[src/rtl/panel_pkg.sv]
// Shared codes for the front-panel page arbiter: buttons, page owners, arbiter states.
// Pure declarations; no logic, no latency.
package panel_pkg;

  localparam logic [3:0] BTN_UP    = 4'b0001;
  localparam logic [3:0] BTN_LEFT  = 4'b0010;
  localparam logic [3:0] BTN_RIGHT = 4'b0100;
  localparam logic [3:0] BTN_DOWN  = 4'b1000;

  typedef enum logic [1:0] {
    OWN_TIME = 2'd0,
    OWN_CNT  = 2'd1,
    OWN_ALM  = 2'd2
  } owner_t;

  typedef enum logic {
    ST_NORMAL = 1'b0,
    ST_ALERT  = 1'b1
  } state_t;

  function automatic owner_t next_owner(input owner_t o);
    case (o)
      OWN_TIME: return OWN_CNT;
      OWN_CNT:  return OWN_ALM;
      default:  return OWN_TIME;
    endcase
  endfunction

  // Exactly one bit set: the only edge vectors that count as a button press.
  function automatic logic is_single(input logic [4:0] v);
    return (v != 5'd0) && ((v & (v - 5'd1)) == 5'd0);
  endfunction

endpackage

[src/rtl/page_arbiter_if.sv]
// Panel bundle between the page arbiter (slave) and its surroundings (master).
// Plain wires; no latency, no flow control.
interface page_arbiter_if;
  logic [3:0]  btn;
  logic        mode_btn;
  logic [31:0] time_data;
  logic [31:0] cnt_data;
  logic [31:0] alm_data;
  logic        alert_req;
  logic [1:0]  owner;
  logic [3:0]  edge_time;
  logic [3:0]  edge_cnt;
  logic [3:0]  edge_alm;
  logic [31:0] disp_data;
  logic        disp_en;
  logic        alert_active;
  logic        alert_ack;

  modport master (
    output btn, mode_btn, time_data, cnt_data, alm_data, alert_req,
    input  owner, edge_time, edge_cnt, edge_alm, disp_data, disp_en, alert_active, alert_ack
  );

  modport slave (
    input  btn, mode_btn, time_data, cnt_data, alm_data, alert_req,
    output owner, edge_time, edge_cnt, edge_alm, disp_data, disp_en, alert_active, alert_ack
  );
endinterface

[src/rtl/key_sampler.sv]
// Samples raw keys once per debounce period and flags newly pressed keys.
// edge_vec is high for the one cycle after a sample that saw a key go from released to pressed.
module key_sampler #(
  parameter int W               = 5,
  parameter int DEBOUNCE_CYCLES = 1_000_000
) (
  input  logic         clk,
  input  logic         rst,
  input  logic [W-1:0] raw,
  output logic [W-1:0] edge_vec
);

  localparam int CW = (DEBOUNCE_CYCLES > 1) ? $clog2(DEBOUNCE_CYCLES) : 1;

  logic [CW-1:0] cnt;
  logic [W-1:0]  key_vc;
  logic [W-1:0]  key_vp;
  logic          wrap;

  assign wrap = (cnt == CW'(DEBOUNCE_CYCLES - 1));

  always_ff @(posedge clk or negedge rst) begin
    if (!rst) begin
      cnt    <= '0;
      key_vc <= '0;
      key_vp <= '0;
    end else begin
      cnt    <= wrap ? '0 : cnt + 1'b1;
      key_vp <= key_vc;
      if (wrap) key_vc <= raw;
    end
  end

  assign edge_vec = ~key_vp & key_vc;

endmodule

[src/rtl/page_arbiter.sv]
// Shares display and buttons between time/countdown/alarm pages; alerts preempt to the alarm page.
// Outputs registered: button pulse 1 cycle after sampling, alert entry 2 cycles after alert_req rises.
module page_arbiter
  import panel_pkg::*;
#(
  parameter int CLK_HZ          = 100_000_000,
  parameter int DEBOUNCE_CYCLES = 1_000_000,
  parameter int ALERT_HOLD_S    = 10
) (
  input logic           clk,
  input logic           rst,
  page_arbiter_if.slave bus
);

  localparam int HALF   = (CLK_HZ / 2 > 0) ? CLK_HZ / 2 : 1;
  localparam int SEC_W  = (CLK_HZ > 1) ? $clog2(CLK_HZ) : 1;
  localparam int HALF_W = (HALF > 1) ? $clog2(HALF) : 1;
  localparam int HOLD_W = $clog2(ALERT_HOLD_S + 1);

  logic [4:0]        ev;
  logic              valid_edge, mode_edge, btn_edge;
  logic              req_q1, req_q2, alert_rise, hold_done;
  state_t            state;
  owner_t            owner_q, saved_owner;
  logic [SEC_W-1:0]  sec_cnt;
  logic [HOLD_W-1:0] hold_cnt;
  logic [HALF_W-1:0] blink_cnt;
  logic [3:0]        edge_time_q, edge_cnt_q, edge_alm_q;
  logic [31:0]       disp_q;
  logic              disp_en_q, ack_q;

  key_sampler #(
    .W               (5),
    .DEBOUNCE_CYCLES (DEBOUNCE_CYCLES)
  ) u_keys (
    .clk      (clk),
    .rst      (rst),
    .raw      ({bus.mode_btn, bus.btn}),
    .edge_vec (ev)
  );

  assign valid_edge = is_single(ev);
  assign mode_edge  = valid_edge & ev[4];
  assign btn_edge   = valid_edge & ~ev[4];
  assign alert_rise = req_q1 & ~req_q2;
  // Last cycle of the last hold second: leaving here gives exactly ALERT_HOLD_S*CLK_HZ cycles in ALERT.
  assign hold_done  = (sec_cnt == SEC_W'(CLK_HZ - 1)) && (hold_cnt == HOLD_W'(ALERT_HOLD_S - 1));

  always_ff @(posedge clk or negedge rst) begin
    if (!rst) begin
      state       <= ST_NORMAL;
      owner_q     <= OWN_TIME;
      saved_owner <= OWN_TIME;
      req_q1      <= 1'b0;
      req_q2      <= 1'b0;
      sec_cnt     <= '0;
      hold_cnt    <= '0;
      blink_cnt   <= '0;
      edge_time_q <= '0;
      edge_cnt_q  <= '0;
      edge_alm_q  <= '0;
      disp_q      <= '0;
      disp_en_q   <= 1'b1;
      ack_q       <= 1'b0;
    end else begin
      req_q1      <= bus.alert_req;
      req_q2      <= req_q1;
      edge_time_q <= '0;
      edge_cnt_q  <= '0;
      edge_alm_q  <= '0;
      ack_q       <= 1'b0;

      case (owner_q)
        OWN_CNT: disp_q <= bus.cnt_data;
        OWN_ALM: disp_q <= bus.alm_data;
        default: disp_q <= bus.time_data;
      endcase

      case (state)
        ST_NORMAL: begin
          if (alert_rise) begin
            state       <= ST_ALERT;
            saved_owner <= owner_q;
            owner_q     <= OWN_ALM;
            sec_cnt     <= '0;
            hold_cnt    <= '0;
            blink_cnt   <= '0;
            disp_en_q   <= 1'b1;
          end else if (mode_edge) begin
            owner_q <= next_owner(owner_q);
          end else if (btn_edge) begin
            case (owner_q)
              OWN_CNT: edge_cnt_q  <= ev[3:0];
              OWN_ALM: edge_alm_q  <= ev[3:0];
              default: edge_time_q <= ev[3:0];
            endcase
          end
        end
        ST_ALERT: begin
          if (blink_cnt == HALF_W'(HALF - 1)) begin
            blink_cnt <= '0;
            disp_en_q <= ~disp_en_q;
          end else begin
            blink_cnt <= blink_cnt + 1'b1;
          end
          // A re-trigger outranks a coincident press or timeout; the press is swallowed.
          if (alert_rise) begin
            sec_cnt  <= '0;
            hold_cnt <= '0;
          end else if (valid_edge || hold_done) begin
            state     <= ST_NORMAL;
            owner_q   <= saved_owner;
            disp_en_q <= 1'b1;
            ack_q     <= valid_edge;
          end else if (sec_cnt == SEC_W'(CLK_HZ - 1)) begin
            sec_cnt  <= '0;
            hold_cnt <= hold_cnt + 1'b1;
          end else begin
            sec_cnt <= sec_cnt + 1'b1;
          end
        end
        default: state <= ST_NORMAL;
      endcase
    end
  end

  assign bus.owner        = owner_q;
  assign bus.edge_time    = edge_time_q;
  assign bus.edge_cnt     = edge_cnt_q;
  assign bus.edge_alm     = edge_alm_q;
  assign bus.disp_data    = disp_q;
  assign bus.disp_en      = disp_en_q;
  assign bus.alert_active = (state == ST_ALERT);
  assign bus.alert_ack    = ack_q;

endmodule
[src/flat_wrapper.sv]
// flat-port wrapper written by rule: the top's interface ports become plain ports
module page_arbiter_flat import panel_pkg::*;
#(
  parameter int CLK_HZ          = 100_000_000,
  parameter int DEBOUNCE_CYCLES = 1_000_000,
  parameter int ALERT_HOLD_S    = 10
)
  (clk, rst, bus_btn, bus_mode_btn, bus_time_data, bus_cnt_data, bus_alm_data, bus_alert_req, bus_owner, bus_edge_time, bus_edge_cnt, bus_edge_alm, bus_disp_data, bus_disp_en, bus_alert_active, bus_alert_ack);
  page_arbiter_if bus_i ();
  input logic clk;
  input logic rst;
  input wire logic [$bits(bus_i.btn)-1:0] bus_btn;
  input wire logic [$bits(bus_i.mode_btn)-1:0] bus_mode_btn;
  input wire logic [$bits(bus_i.time_data)-1:0] bus_time_data;
  input wire logic [$bits(bus_i.cnt_data)-1:0] bus_cnt_data;
  input wire logic [$bits(bus_i.alm_data)-1:0] bus_alm_data;
  input wire logic [$bits(bus_i.alert_req)-1:0] bus_alert_req;
  output wire logic [$bits(bus_i.owner)-1:0] bus_owner;
  output wire logic [$bits(bus_i.edge_time)-1:0] bus_edge_time;
  output wire logic [$bits(bus_i.edge_cnt)-1:0] bus_edge_cnt;
  output wire logic [$bits(bus_i.edge_alm)-1:0] bus_edge_alm;
  output wire logic [$bits(bus_i.disp_data)-1:0] bus_disp_data;
  output wire logic [$bits(bus_i.disp_en)-1:0] bus_disp_en;
  output wire logic [$bits(bus_i.alert_active)-1:0] bus_alert_active;
  output wire logic [$bits(bus_i.alert_ack)-1:0] bus_alert_ack;
  assign bus_i.btn = bus_btn;
  assign bus_i.mode_btn = bus_mode_btn;
  assign bus_i.time_data = bus_time_data;
  assign bus_i.cnt_data = bus_cnt_data;
  assign bus_i.alm_data = bus_alm_data;
  assign bus_i.alert_req = bus_alert_req;
  assign bus_owner = bus_i.owner;
  assign bus_edge_time = bus_i.edge_time;
  assign bus_edge_cnt = bus_i.edge_cnt;
  assign bus_edge_alm = bus_i.edge_alm;
  assign bus_disp_data = bus_i.disp_data;
  assign bus_disp_en = bus_i.disp_en;
  assign bus_alert_active = bus_i.alert_active;
  assign bus_alert_ack = bus_i.alert_ack;
  page_arbiter #(.CLK_HZ(CLK_HZ), .DEBOUNCE_CYCLES(DEBOUNCE_CYCLES), .ALERT_HOLD_S(ALERT_HOLD_S)) u_core (.clk(clk), .rst(rst), .bus(bus_i));
endmodule
[config.mk]
export PLATFORM = sky130hd
export DESIGN_NAME = page_arbiter_flat
export DESIGN_NICKNAME = d
export VERILOG_FILES = /design/src/rtl/panel_pkg.sv /design/src/rtl/page_arbiter_if.sv /design/src/rtl/key_sampler.sv /design/src/rtl/page_arbiter.sv /design/src/flat_wrapper.sv
export SDC_FILE = /design/constraint.sdc
export NUM_CORES = 1
export LEC_CHECK = 0
export CAP_MARGIN = 5
export CORE_ASPECT_RATIO = 0.8
export CORE_UTILIZATION = 46
export CTS_CLUSTER_DIAMETER = 200
export CTS_CLUSTER_SIZE = 8
export DETAILED_ROUTE_END_ITERATION = 8
export HOLD_SLACK_MARGIN = 0.02
export PLACE_DENSITY = 0.86
export SLEW_MARGIN = 25
export SYNTH_ARGS = -nofsm -noshare
export SYNTH_HDL_FRONTEND = slang
export SYNTH_SLANG_ARGS = --single-unit
[constraint.sdc]
create_clock -name clk -period 2.7 [get_ports clk]
set_clock_uncertainty 0.15 [all_clocks]
set_input_delay 0.405 -clock clk [delete_from_list [all_inputs] [get_ports clk]]
set_output_delay 0.405 -clock clk [all_outputs]
set_load 0.01 [all_outputs]
# Word level (Yosys, flattened, before mapping)
# Index checks and enable logic that the tools add are counted.
# word_totals
reg_bits	140
input_bits	104
out_inout_bits	49
word_cells	103
# classes
addsub	5
eq_ne	12
muxes	48
bitwise_logic	10
n_reduce_logical	11
# op_table
operator	n
27-bit two-way mux	4
4-bit two-way mux	19
32-bit case mux with 2 select lines	1
27-bit case mux with 2 select lines	1
26-bit two-way mux	2
26-bit case mux with 2 select lines	1
27-bit by 1-bit adder with 27-bit output, second input constant	1
27-bit equality test, second input constant	1
26-bit by 1-bit adder with 26-bit output, second input constant	1
26-bit equality test, second input constant	1
20-bit by 1-bit adder with 20-bit output, second input constant	1
20-bit equality test, second input constant	1
20-bit two-way mux	1
5-bit bitwise AND	2
1-bit two-way mux	10
2-bit two-way mux	4
2-bit case mux with 2 select lines	2
4-bit case mux with 2 select lines	1
3-bit by 2-bit != test with 1-bit output, second input constant	2
3-bit AND reduction	2
5-bit zero test	1
5-bit inverter	1
5-bit nonzero test	1
5-bit by 1-bit subtractor with 5-bit output, second input constant	1
other kinds (15)	24

# Longest topological paths before layout
# logic_depth
word_depth	11
depth_mapped	11
mapped_depth_nobuf	9

# Hierarchy
# A second synthesis with hierarchy kept.
# hier_totals
hier_cells	717
hier_area_um2	6966.7
# by_module_without_submodules
module	instances	cells_each	area_each_um2	seq_area_each_um2
page_arbiter	1	607	5617.9	2753.9
key_sampler	1	110	1348.8	750.7

# Least setup slack after synthesis
# OpenSTA, ideal clock, no wires.
# synth_path
kind	register -> register
from	register u_core.sec_cnt[0]
to	register u_core.sec_cnt[22]
setup_ns	0.127
arrival_time_ns	2.387
required_time_ns	2.423
path_slack_ns	0.036
stages_incl_launch_ff	9
path_buffers	0
synth_period_minus_slack_ns	2.664
cell_sequence	dfrtp_1 -> ha_1 -> nor4b_1 -> nand4_1 -> or4b_4 -> and4_4 -> a22oi_4 -> or3b_1 -> mux2_1
# synth_between
elab_chain_len	5
elab_cells_between_ends	10
classes_between	add/sub: 1; eq/ne: 2; mux: 4; reduce/logical: 3
# synth_rtl
item	line	rtl
start: declaration	page_arbiter.sv:25	logic [SEC_W-1:0] sec_cnt;
start signal: assignment	page_arbiter.sv:119	sec_cnt <= sec_cnt + 1'b1;
27-bit by 1-bit adder with 27-bit output or 27-bit equality test (tied branches)	page_arbiter.sv:119, page_arbiter.sv:47, page_arbiter.sv:115	
27-bit two-way mux or 1-bit logical AND (tied branches)	page_arbiter.sv:115, page_arbiter.sv:47	
27-bit two-way mux or 1-bit logical OR (tied branches)	page_arbiter.sv:110	end else if (valid_edge || hold_done) begin
27-bit two-way mux or 3-bit by 2-bit != test with 1-bit output (tied branches)	--	
27-bit case mux with 2 select lines or 2-bit AND reduction (tied branches)	--	
# Parallel ways exist; a longest one is shown, timed or not. The select of a mux whose other input is x is not followed.
# A chain may end at the register's enable or synchronous reset.

# Worst setup path after layout
# layout_path
from	register u_core.sec_cnt[11]
to	register u_core.sec_cnt[22]
# Same word-level chain as after synthesis.

==> impl_results.md <==
- Synthesized net count: a little under 800
- Outcome: complete, no violations
- Storage cell area: ~3500 um2
- Port bufs: 152
- H-tree Lvls: 4
- Post-synth top area share: 51.8%
- GRT overflow: 0
- Final hold vios: 0
- Fin crit period: roughly 2600 ps
- CP Capture Type: register
- Core area: 14200 um2
- Routability cong.: approximately 0.85
- Worst-margin pin slew: around 640 ps
- Clock root cell: clkbuf_16
- Mapped Area: 6710 um2
- RSZ-0062 raised after global routing: true
- Setup_tns: 0 ps
- Crit path arrival time: 2800 ps
- Die width: 137 um
- Final core occ: between 60% and 70%
- CTS tree: done
- Area growth syn-to-layout: 36.3%
- Setup violators final: 0
- Final period util: between 90% and 100%
- Ratio of cells with drive above 1 in the final layout: 10.2%
- Vias per cell: roughly 5.7
- Die Y: 110 um
- DRT Pass-1 Iters: 5
- Clock sinks: between 100 and 150
- Hold WC Path Type: register to register
- Synth top area cells: dfrtp_1, nor2_1, a21oi_1
- Starting Density: a little under half
- Die area: 15100 um2
- Synthesis Warnings: 0
- Synth cell count leaders: dfrtp_1, nor2_1, a21oi_1
- Post-synth EDFFs: 0
- Power Dens Cells: about 640 nW/um2
- Mapped Cells: about 680
- Overall Global Routing Usage: 24.1%
- Vias post-DR: between 5000 and 6000
- Max Slew Vio Count: 0
- Footprint of the multi-input gates: roughly 3000 um2
- Fmax: around 0.38 GHz
- Unique cell type count in the Yosys netlist: 57
- Antenna-violating nets left: 0
- Register area share after synthesis: 52.2%
- Crit start category: register
- MaxCap Viol Count: 0
- Pleak: around 0.0039 uW
- Vias in the first global route: between 5000 and 6000
- Cell Area, Placed: between 8000 and 9000 um2
- Antenna violations before repair: 1
- Req. time, crit path: around 2900 ps
- Final wirelength: between 15000 and 20000 um
- Reg clk slew, reported paths: about 60 ps
- N_diodes: 0
- Slew headroom: 56.7%
- FF+latch count, synth: 140
- Clock Latency Late Sink: between 400 and 500 ps
- I/O Pins: ~150
- Ys flop type: dfrtp_1
- WL/cell: between 15 and 20 um
- WS Path Type: register to register
- First-pass GRT wire length: roughly 28000 um
- Syn avg cell area: 9.81 um2
- Final Net Count: 960
- Detailed placer's ending HPWL: around 12000 um
- TritonCTS Buffers: 17
- Crit Path Max Fanout: 6
- Yosys top cell by area: dfrtp_1
- Cell area after layout: 9150 um2
- Count leader, synth: dfrtp_1
- Starting DRT DRC Count: approximately 570
- Site row count: 39
- DRC viols: 0
- Largest net degree at the start of global routing: 54
- Worst VDD drop: between 0.0005 and 0.0006 V
- Asr flop ratio synth: 100%
- CTS Buffer Depth: 2
- Fillers: 1083
## registers in the layout, indices dropped and copies added, names as in the netlist
register,cells
u_core.bus.disp_data,32
u_core.sec_cnt,27
u_core.blink_cnt,26
u_core.u_keys.cnt,20
u_core.u_keys.key_vc,5
u_core.u_keys.key_vp,5
u_core.bus.edge_alm,4
u_core.bus.edge_cnt,4
u_core.bus.edge_time,4
u_core.hold_cnt,4
u_core.bus.owner,2
u_core.saved_owner,2
u_core.bus.alert_ack,1
u_core.bus.alert_active,1
u_core.bus.disp_en,1
u_core.req_q1,1
u_core.req_q2,1
## placed cells by master (no fill, tap or decap), types with 13 or more instances in the layout
master and count:
clkdlybuf4s50_1 151, dfrtp_1 138, nor2_1 89, a21oi_1 64, o21ai_0 47, nand2_1 38, a22oi_1 33, nand3_1 33
buf_4 25, o31ai_1 18, nand4_1 17, clkbuf_16 17, or3_1 16, xor2_1 15, and3_1 13
## area by class of cell
cell class | count | share of cell area [%]
Tap cell | 184 | 2.52
Clock buffer | 19 | 4.84
Timing Repair Buffer | 183 | 19.9
Multi-Input combinational cell | 496 | 32.9
Inverter | 10 | 0.410
Sequential cell | 140 | 38.3
Clock inverter | 11 | 1.07
## path summary, 6_finish.rpt
| kind | slack (ps) | cells past startpoint | endpoint | startpoint |
|---|---|---|---|---|
| max in group asynchronous | 1380 | 3 | u_core.bus.disp_data[4]$_DFF_PN0_ | rst |
| worst min register to register | 250 | 0 | u_core.u_keys.key_vp[0]$_DFF_PN0_ | u_core.u_keys.key_vc[0]$_DFFE_PN0N_ |
| min in group asynchronous | 340 | 2 | u_core.bus.disp_data[16]$_DFF_PN0_ | rst |
| worst max register to register | 50 | 7 | u_core.sec_cnt[22]$_DFFE_PN0P_ | u_core.sec_cnt[11]$_DFFE_PN0P_ |
| worst max-delay path | 50 | 7 | u_core.sec_cnt[22]$_DFFE_PN0P_ | u_core.sec_cnt[11]$_DFFE_PN0P_ |
| worst min-delay path | 250 | 0 | u_core.u_keys.key_vp[0]$_DFF_PN0_ | u_core.u_keys.key_vc[0]$_DFFE_PN0N_ |
## metal layers
layer / part of all wire [%] / vias up / global-route usage [%]
met3: 6.8 / 29 / 8.32
met5: 0.075 / - / 0
met4: 1.8 / 2 / 8.87
met2: 48 / 215 / 37.7
met1: 43 / 2869 / 30.9
li1: - / 2802 / -
## power breakdown
group	switching, uW	total, uW	internal (uW)
Clock	898	2170	1270
Combinational	571	1200	630
Sequential	127	2440	2310
Total	1600	5810	4220
## cells by family after synthesis
logic type                 count (synthesis)  synth area share [%]
AOI/OAI and AO/OA                        186                  17.4
muxes                                     15                  2.41
and+or+nand+nor                          263                  20.0
buffers and inverters                     48                  3.28
DFF                                      140                  52.2
xor gates and xnor gates                  24                  3.13
adders and majority gates                  8                  1.49
## repair_timing
item,in CTS,in global routing
gates resized for setup,0,9
hold endpoints to repair,50,0
setup buffers,0,0
hold buffers,1,0
endpoints found under the setup margin,0,22
## critical path: stages, from the launching register on
cell and delay [ps]:
dfrtp_2 440, nor4_2 310, nand4_1 180, or4b_4 590, and4_4 230, a22oi_4 180, or3b_1 150, mux2_1 310
## through the flow
| stage | worst slack (ps) | power, uW | hold WS (ps) | instances |
|---|---|---|---|---|
| global placement | 203 | 3610 | 232 | 1012 |
| detailed placement | 47.6 | 3650 | 235 | 1012 |
| CTS | 6.23 | 5820 | 251 | 1043 |
| floorplan | 35.8 | 2990 | -40.6 | 684 |
| finish | 54.8 | 5810 | 253 | 1043 |
| global route | -0.264 | 6050 | 258 | 1043 |
Power figures use the tool's default switching activity.
